===== config.mk =====
export PLATFORM = sky130hd
export DESIGN_NAME = seq_compare_flat
export DESIGN_NICKNAME = d
export VERILOG_FILES = /design/src/rtl/seq_compare_if.sv /design/src/rtl/seq_compare.sv /design/src/flat_wrapper.sv
export SDC_FILE = /design/constraint.sdc
export NUM_CORES = 1
export LEC_CHECK = 0
export CORE_MARGIN = 3
export CORE_UTILIZATION = 40
export DETAILED_ROUTE_END_ITERATION = 7
export GPL_ROUTABILITY_DRIVEN = 0
export GPL_TIMING_DRIVEN = 0
export HOLD_SLACK_MARGIN = 0.02
export PLACE_DENSITY = 0.79
export SYNTH_ARGS = -nofsm -noshare
export SYNTH_HDL_FRONTEND = slang
export SYNTH_SLANG_ARGS = --single-unit

===== constraint.sdc =====
create_clock -name clk -period 2.9 [get_ports clk]
set_clock_uncertainty 0.15 [all_clocks]
set_input_delay 0.87 -clock clk [delete_from_list [all_inputs] [get_ports clk]]
set_output_delay 0.87 -clock clk [all_outputs]
set_load 0.1 [all_outputs]

===== src/rtl/seq_compare_if.sv =====
// Request/response bundle for the multi-cycle magnitude comparator.
// The master side issues operands and consumes the result; the slave side is the comparator.
interface seq_compare_if #(
    parameter int WIDTH = 32,
    parameter int CHUNK = 8
);
    localparam int N  = WIDTH / CHUNK;
    localparam int CW = $clog2(N) + 1;

    logic             in_valid;
    logic             in_ready;
    logic [WIDTH-1:0] src_a;
    logic [WIDTH-1:0] src_b;
    logic [2:0]       comp;
    logic             is_signed;
    logic             out_valid;
    logic             out_ready;
    logic             cmp_result;
    logic             less;
    logic             equal;
    logic [CW-1:0]    slices_used;

    modport master (
        output in_valid, src_a, src_b, comp, is_signed, out_ready,
        input  in_ready, out_valid, cmp_result, less, equal, slices_used
    );

    modport slave (
        input  in_valid, src_a, src_b, comp, is_signed, out_ready,
        output in_ready, out_valid, cmp_result, less, equal, slices_used
    );
endinterface


===== src/rtl/seq_compare.sv =====
// Slice-serial magnitude comparator: scans operands MSB-slice first and stops at the
// first differing slice, then holds the decoded result until the consumer accepts it.
module seq_compare #(
    parameter int WIDTH = 32,
    parameter int CHUNK = 8
) (
    input  logic       clk,
    input  logic       rst,
    seq_compare_if.slave bus
);
    localparam int N  = WIDTH / CHUNK;
    localparam int IW = (N > 1) ? $clog2(N) : 1;
    localparam int CW = $clog2(N) + 1;

    localparam logic [1:0] S_IDLE = 2'b00;
    localparam logic [1:0] S_SCAN = 2'b01;
    localparam logic [1:0] S_DONE = 2'b10;

    logic [1:0]       state_q, state_d;
    logic [IW-1:0]    idx_q, idx_d;
    logic [CW-1:0]    cnt_q, cnt_d;
    logic [WIDTH-1:0] a_q, a_d, b_q, b_d;
    logic [2:0]       comp_q, comp_d;
    logic             sgn_q, sgn_d;
    logic             less_q, less_d;
    logic             equal_q, equal_d;
    logic             cmp_result_q, cmp_result_d;
    logic [CW-1:0]    slices_used_q, slices_used_d;
    logic [CHUNK-1:0] slice_a, slice_b;
    logic             slice_lt;

    function automatic logic eval_code(input logic [2:0] code, input logic lt, input logic eq);
        case (code)
            3'b000:  eval_code = lt;
            3'b001:  eval_code = ~(lt | eq);
            3'b010:  eval_code = lt | eq;
            3'b011:  eval_code = ~lt;
            3'b110:  eval_code = eq;
            3'b100:  eval_code = ~eq;
            default: eval_code = lt;
        endcase
    endfunction

    always_comb begin
        slice_a = a_q[int'(idx_q)*CHUNK +: CHUNK];
        slice_b = b_q[int'(idx_q)*CHUNK +: CHUNK];
        // Flipping the sign bit of the top slice turns a two's-complement order into an unsigned one.
        if (sgn_q && (idx_q == IW'(N - 1))) begin
            slice_a[CHUNK-1] = ~slice_a[CHUNK-1];
            slice_b[CHUNK-1] = ~slice_b[CHUNK-1];
        end
        slice_lt = slice_a < slice_b;

        state_d       = state_q;
        idx_d         = idx_q;
        cnt_d         = cnt_q;
        a_d           = a_q;
        b_d           = b_q;
        comp_d        = comp_q;
        sgn_d         = sgn_q;
        less_d        = less_q;
        equal_d       = equal_q;
        cmp_result_d  = cmp_result_q;
        slices_used_d = slices_used_q;

        case (state_q)
            S_IDLE: begin
                if (bus.in_valid) begin
                    a_d     = bus.src_a;
                    b_d     = bus.src_b;
                    comp_d  = bus.comp;
                    sgn_d   = bus.is_signed;
                    idx_d   = IW'(N - 1);
                    cnt_d   = '0;
                    state_d = S_SCAN;
                end
            end
            S_SCAN: begin
                cnt_d = cnt_q + CW'(1);
                if (slice_a != slice_b) begin
                    less_d        = slice_lt;
                    equal_d       = 1'b0;
                    cmp_result_d  = eval_code(comp_q, slice_lt, 1'b0);
                    slices_used_d = cnt_q + CW'(1);
                    state_d       = S_DONE;
                end else if (idx_q == '0) begin
                    less_d        = 1'b0;
                    equal_d       = 1'b1;
                    cmp_result_d  = eval_code(comp_q, 1'b0, 1'b1);
                    slices_used_d = cnt_q + CW'(1);
                    state_d       = S_DONE;
                end else begin
                    idx_d = idx_q - IW'(1);
                end
            end
            S_DONE: begin
                if (bus.out_ready) state_d = S_IDLE;
            end
            default: state_d = S_IDLE;
        endcase
    end

    always_ff @(posedge clk or posedge rst) begin
        if (rst) begin
            state_q       <= S_IDLE;
            idx_q         <= '0;
            cnt_q         <= '0;
            comp_q        <= '0;
            sgn_q         <= 1'b0;
            less_q        <= 1'b0;
            equal_q       <= 1'b0;
            cmp_result_q  <= 1'b0;
            slices_used_q <= '0;
        end else begin
            state_q       <= state_d;
            idx_q         <= idx_d;
            cnt_q         <= cnt_d;
            comp_q        <= comp_d;
            sgn_q         <= sgn_d;
            less_q        <= less_d;
            equal_q       <= equal_d;
            cmp_result_q  <= cmp_result_d;
            slices_used_q <= slices_used_d;
        end
    end

    // Operands are pure data: loaded only on accept, never cleared.
    always_ff @(posedge clk) begin
        a_q <= a_d;
        b_q <= b_d;
    end

    assign bus.in_ready    = (state_q == S_IDLE);
    assign bus.out_valid   = (state_q == S_DONE);
    assign bus.cmp_result  = cmp_result_q;
    assign bus.less        = less_q;
    assign bus.equal       = equal_q;
    assign bus.slices_used = slices_used_q;
endmodule


===== src/flat_wrapper.sv =====
// flat-port wrapper written by rule: the top's interface ports become plain ports
module seq_compare_flat 
#(
    parameter int WIDTH = 32,
    parameter int CHUNK = 8
)
  (clk, rst, bus_in_valid, bus_src_a, bus_src_b, bus_comp, bus_is_signed, bus_out_ready, bus_in_ready, bus_out_valid, bus_cmp_result, bus_less, bus_equal, bus_slices_used);
  seq_compare_if #(.WIDTH(WIDTH), .CHUNK(CHUNK)) bus_i ();
  input  logic clk;
  input  logic rst;
  input wire logic [$bits(bus_i.in_valid)-1:0] bus_in_valid;
  input wire logic [$bits(bus_i.src_a)-1:0] bus_src_a;
  input wire logic [$bits(bus_i.src_b)-1:0] bus_src_b;
  input wire logic [$bits(bus_i.comp)-1:0] bus_comp;
  input wire logic [$bits(bus_i.is_signed)-1:0] bus_is_signed;
  input wire logic [$bits(bus_i.out_ready)-1:0] bus_out_ready;
  output wire logic [$bits(bus_i.in_ready)-1:0] bus_in_ready;
  output wire logic [$bits(bus_i.out_valid)-1:0] bus_out_valid;
  output wire logic [$bits(bus_i.cmp_result)-1:0] bus_cmp_result;
  output wire logic [$bits(bus_i.less)-1:0] bus_less;
  output wire logic [$bits(bus_i.equal)-1:0] bus_equal;
  output wire logic [$bits(bus_i.slices_used)-1:0] bus_slices_used;
  assign bus_i.in_valid = bus_in_valid;
  assign bus_i.src_a = bus_src_a;
  assign bus_i.src_b = bus_src_b;
  assign bus_i.comp = bus_comp;
  assign bus_i.is_signed = bus_is_signed;
  assign bus_i.out_ready = bus_out_ready;
  assign bus_in_ready = bus_i.in_ready;
  assign bus_out_valid = bus_i.out_valid;
  assign bus_cmp_result = bus_i.cmp_result;
  assign bus_less = bus_i.less;
  assign bus_equal = bus_i.equal;
  assign bus_slices_used = bus_i.slices_used;
  seq_compare #(.WIDTH(WIDTH), .CHUNK(CHUNK)) u_core (.clk(clk), .rst(rst), .bus(bus_i));
endmodule

==> out/metrics.csv <==
metric,value,unit
netlist_area,3324,sq um
fmax,350.9,MHz
yosysMostFrequentCell,edfxtp_1,
synthAdderAreaFrac,4.140,%
drtPass1Iterations,4,
syn_nets,274,
synthArstFlopShare,20.99,%
holdWs,0.3417,ns
setup_violations,0,
num_rows,32,
clock_latency,0.35,ns
start_util,42.15,%
overflow,0,
root_buffer,clkbuf_8,
synth.area.top_cells,"edfxtp_1, dfrtp_1, mux4_2",
grt_pass1_wl,10520,um
grtUsageTotal,14.45,%
dp_hpwl,4416,um
ant_nets,0,
clock-sinks,81,
finalHoldViolCount,0,
synth_compound_area_share,4.855,%
cts_buffers,9,
synthCells,191,
post-route-cell-area,4553,sq um
routedWlPerCell,16.09,um
period_share,98.28,%
fin_nets,373,
die_h,97.17,um
htree_levels,3,
postCtsHoldBufs,0,
power_density,810.1,nW/um^2
synthFlopType,edfxtp_1,
worstPathArrival,1.83,ns
clk_pin_slew,0.08,ns
placed_area,4248,sq um
grt_pass1_vias,2132,
postRouteWirelength,6388,um
grt_max_degree,74,
vias_per_cell,4.859,
fin_crit,2.850,ns
crit_chain,clkdlybuf4s50_1,
worst_pin_slew,0.9723,ns
drcViolationCount,0,
synth_top_family_by_area,multiplexers,
cts.path.max_buffers,2,
yosysWarnings,0,
postSynthAreaPerCell,17.41,sq um
drtIter0Drc,53,
slowest_delay,1.13,ns
critPathBufInv,1,
yosys-top-cells-count,"edfxtp_1, dfrtp_1, mux4_2",
vias,1929,
tritoncts,built,
rsz0062_at_grt,true,
synthDominantCellAreaShare,57.81,%
synth_cell_types,33,
crit_fanout,2,
relSlewSlack,35.08,%
tns,0,ns
antennaDiodeCount,0,
ys_ff_latch,81,
nFillCells,636,
numPortBuffers,79,
maxSlewViolCount,0,
yosys.area_share.xor_xnor,1.054,%
critPathTopFamily,buffers and inverters,
endpoint_kind,output port,
synthSimpleGateAreaFrac,4.629,%
critPathLaunchType,flip-flop,
die_w,97.17,um
hold_path.class,reg2reg,
antenna_found_initial,0,
cp_slowest_cell,clkdlybuf4s50_1,
crit_required,1.88,ns
synthToLayoutAreaGrowth,36.96,%
core-area,7888,sq um
ir_drop,0.3528,mV
synth_top_area_cell,edfxtp_1,
synth_edf_count,64,
synthMuxAreaShare,12.19,%
io-pin-count,80,
die-area,9441,sq um
drv_cap,0,
yosysSeqAreaShare,70.61,%
outcome,"finished, final reports clean",
crit_type,reg2out,
drive_above_1_share,18.98,%
leakagePower,1.762,nW
stage by stage:
step / util (%) / total power [mW] / cells / worst slack (ns)
floorplan: - / 2.500 / 191 / 0.1302
global placement: 53.85 / 2.805 / 372 / -0.2263
detailed placement: 53.85 / 2.850 / 372 / -0.2568
CTS: 56.52 / 3.688 / 388 / -0.1565
global route: 57.73 / 3.896 / 397 / -0.06922
finish: 57.73 / 3.688 / 397 / 0.04983
cell families (layout without fill, tap and decap cells):
family,count (synthesis),count (layout)
DFF,81,81
adders and majority gates,11,11
muxes,20,20
buffers and inverters,19,123
xor gates and xnor gates,4,4
AOI/OAI and AO/OA,25,25
and+or+nand+nor,31,31
power breakdown:
part | internal (mW) | switching [mW]
registers | 1.57 | 0.108
clock network | 0.407 | 0.438
logic | 0.440 | 0.730
state kept, by name (all words and copies together), names as in the netlist:
| name | cells |
|---|---|
| u_core.bus.less | 1 |
| u_core.a_q | 32 |
| u_core.sgn_q | 1 |
| u_core.state_q | 2 |
| u_core.comp_q | 3 |
| u_core.cnt_q | 3 |
| u_core.b_q | 32 |
| u_core.bus.equal | 1 |
| u_core.bus.cmp_result | 1 |
| u_core.idx_q | 2 |
| u_core.bus.slices_used | 3 |
area by class of cell:
| type | count | area, sq um | area share (%) |
|---|---|---|---|
| clock inverters | 7 | 78.83 | 1.731 |
| well taps | 102 | 127.6 | 2.803 |
| inverters | 13 | 48.80 | 1.072 |
| clock buffers | 9 | 123.9 | 2.721 |
| repair buffers | 88 | 867.1 | 19.04 |
| plain buffers | 6 | 60.06 | 1.319 |
| flip-flops and latches | 81 | 2347 | 51.55 |
| multi-input cells | 91 | 899.6 | 19.76 |
path summary, 6_finish.rpt:
kind                                              to  cells after the start  slack (ns)                      start
max                               bus_slices_used[2]                      1        0.05  u_core.bus.slices_used[2]
min                        u_core.bus.slices_used[2]                      2        0.34  u_core.bus.slices_used[2]
max reg2reg                u_core.bus.slices_used[1]                      8        0.05            u_core.idx_q[1]
min reg2reg                u_core.bus.slices_used[2]                      2        0.34  u_core.bus.slices_used[2]
max in group asynchronous          u_core.state_q[1]                      2        1.44                        rst
min in group asynchronous      u_core.bus.cmp_result                      2        0.75                        rst
cell usage in the layout, fill, tap and decap left out, types with 2 or more instances in the layout:
| master | synthesis | routed |
|---|---|---|
| o21ai_0 | 10 | 10 |
| clkinv_4 | 0 | 2 |
| edfxtp_1 | 64 | 64 |
| dfrtp_1 | 17 | 17 |
| ha_1 | 11 | 11 |
| nand2_1 | 13 | 13 |
| nand4_1 | 2 | 2 |
| nor2_1 | 4 | 3 |
| clkdlybuf4s50_1 | 0 | 73 |
| a21oi_1 | 8 | 8 |
| xnor2_1 | 3 | 3 |
| nor2b_1 | 2 | 2 |
| mux2_2 | 3 | 3 |
| buf_4 | 2 | 11 |
| dlymetal6s2s_1 | 0 | 4 |
| clkbuf_8 | 0 | 9 |
| mux4_2 | 16 | 16 |
| nand2b_1 | 2 | 2 |
| nor3_1 | 2 | 2 |
| inv_1 | 13 | 13 |
metal layers:
metal	share of wire [%]	global-route usage, %
met5	0	0
met4	0.77	3.888
met3	6.1	5.456
met2	51	24.20
met1	42	17.58
what timing repair did:
action	CTS	global route
setup buffers	0	9
endpoints found under the setup margin	11	14
pin swaps	0	3
resized for setup	5	9
Power figures use the tool's default switching activity.
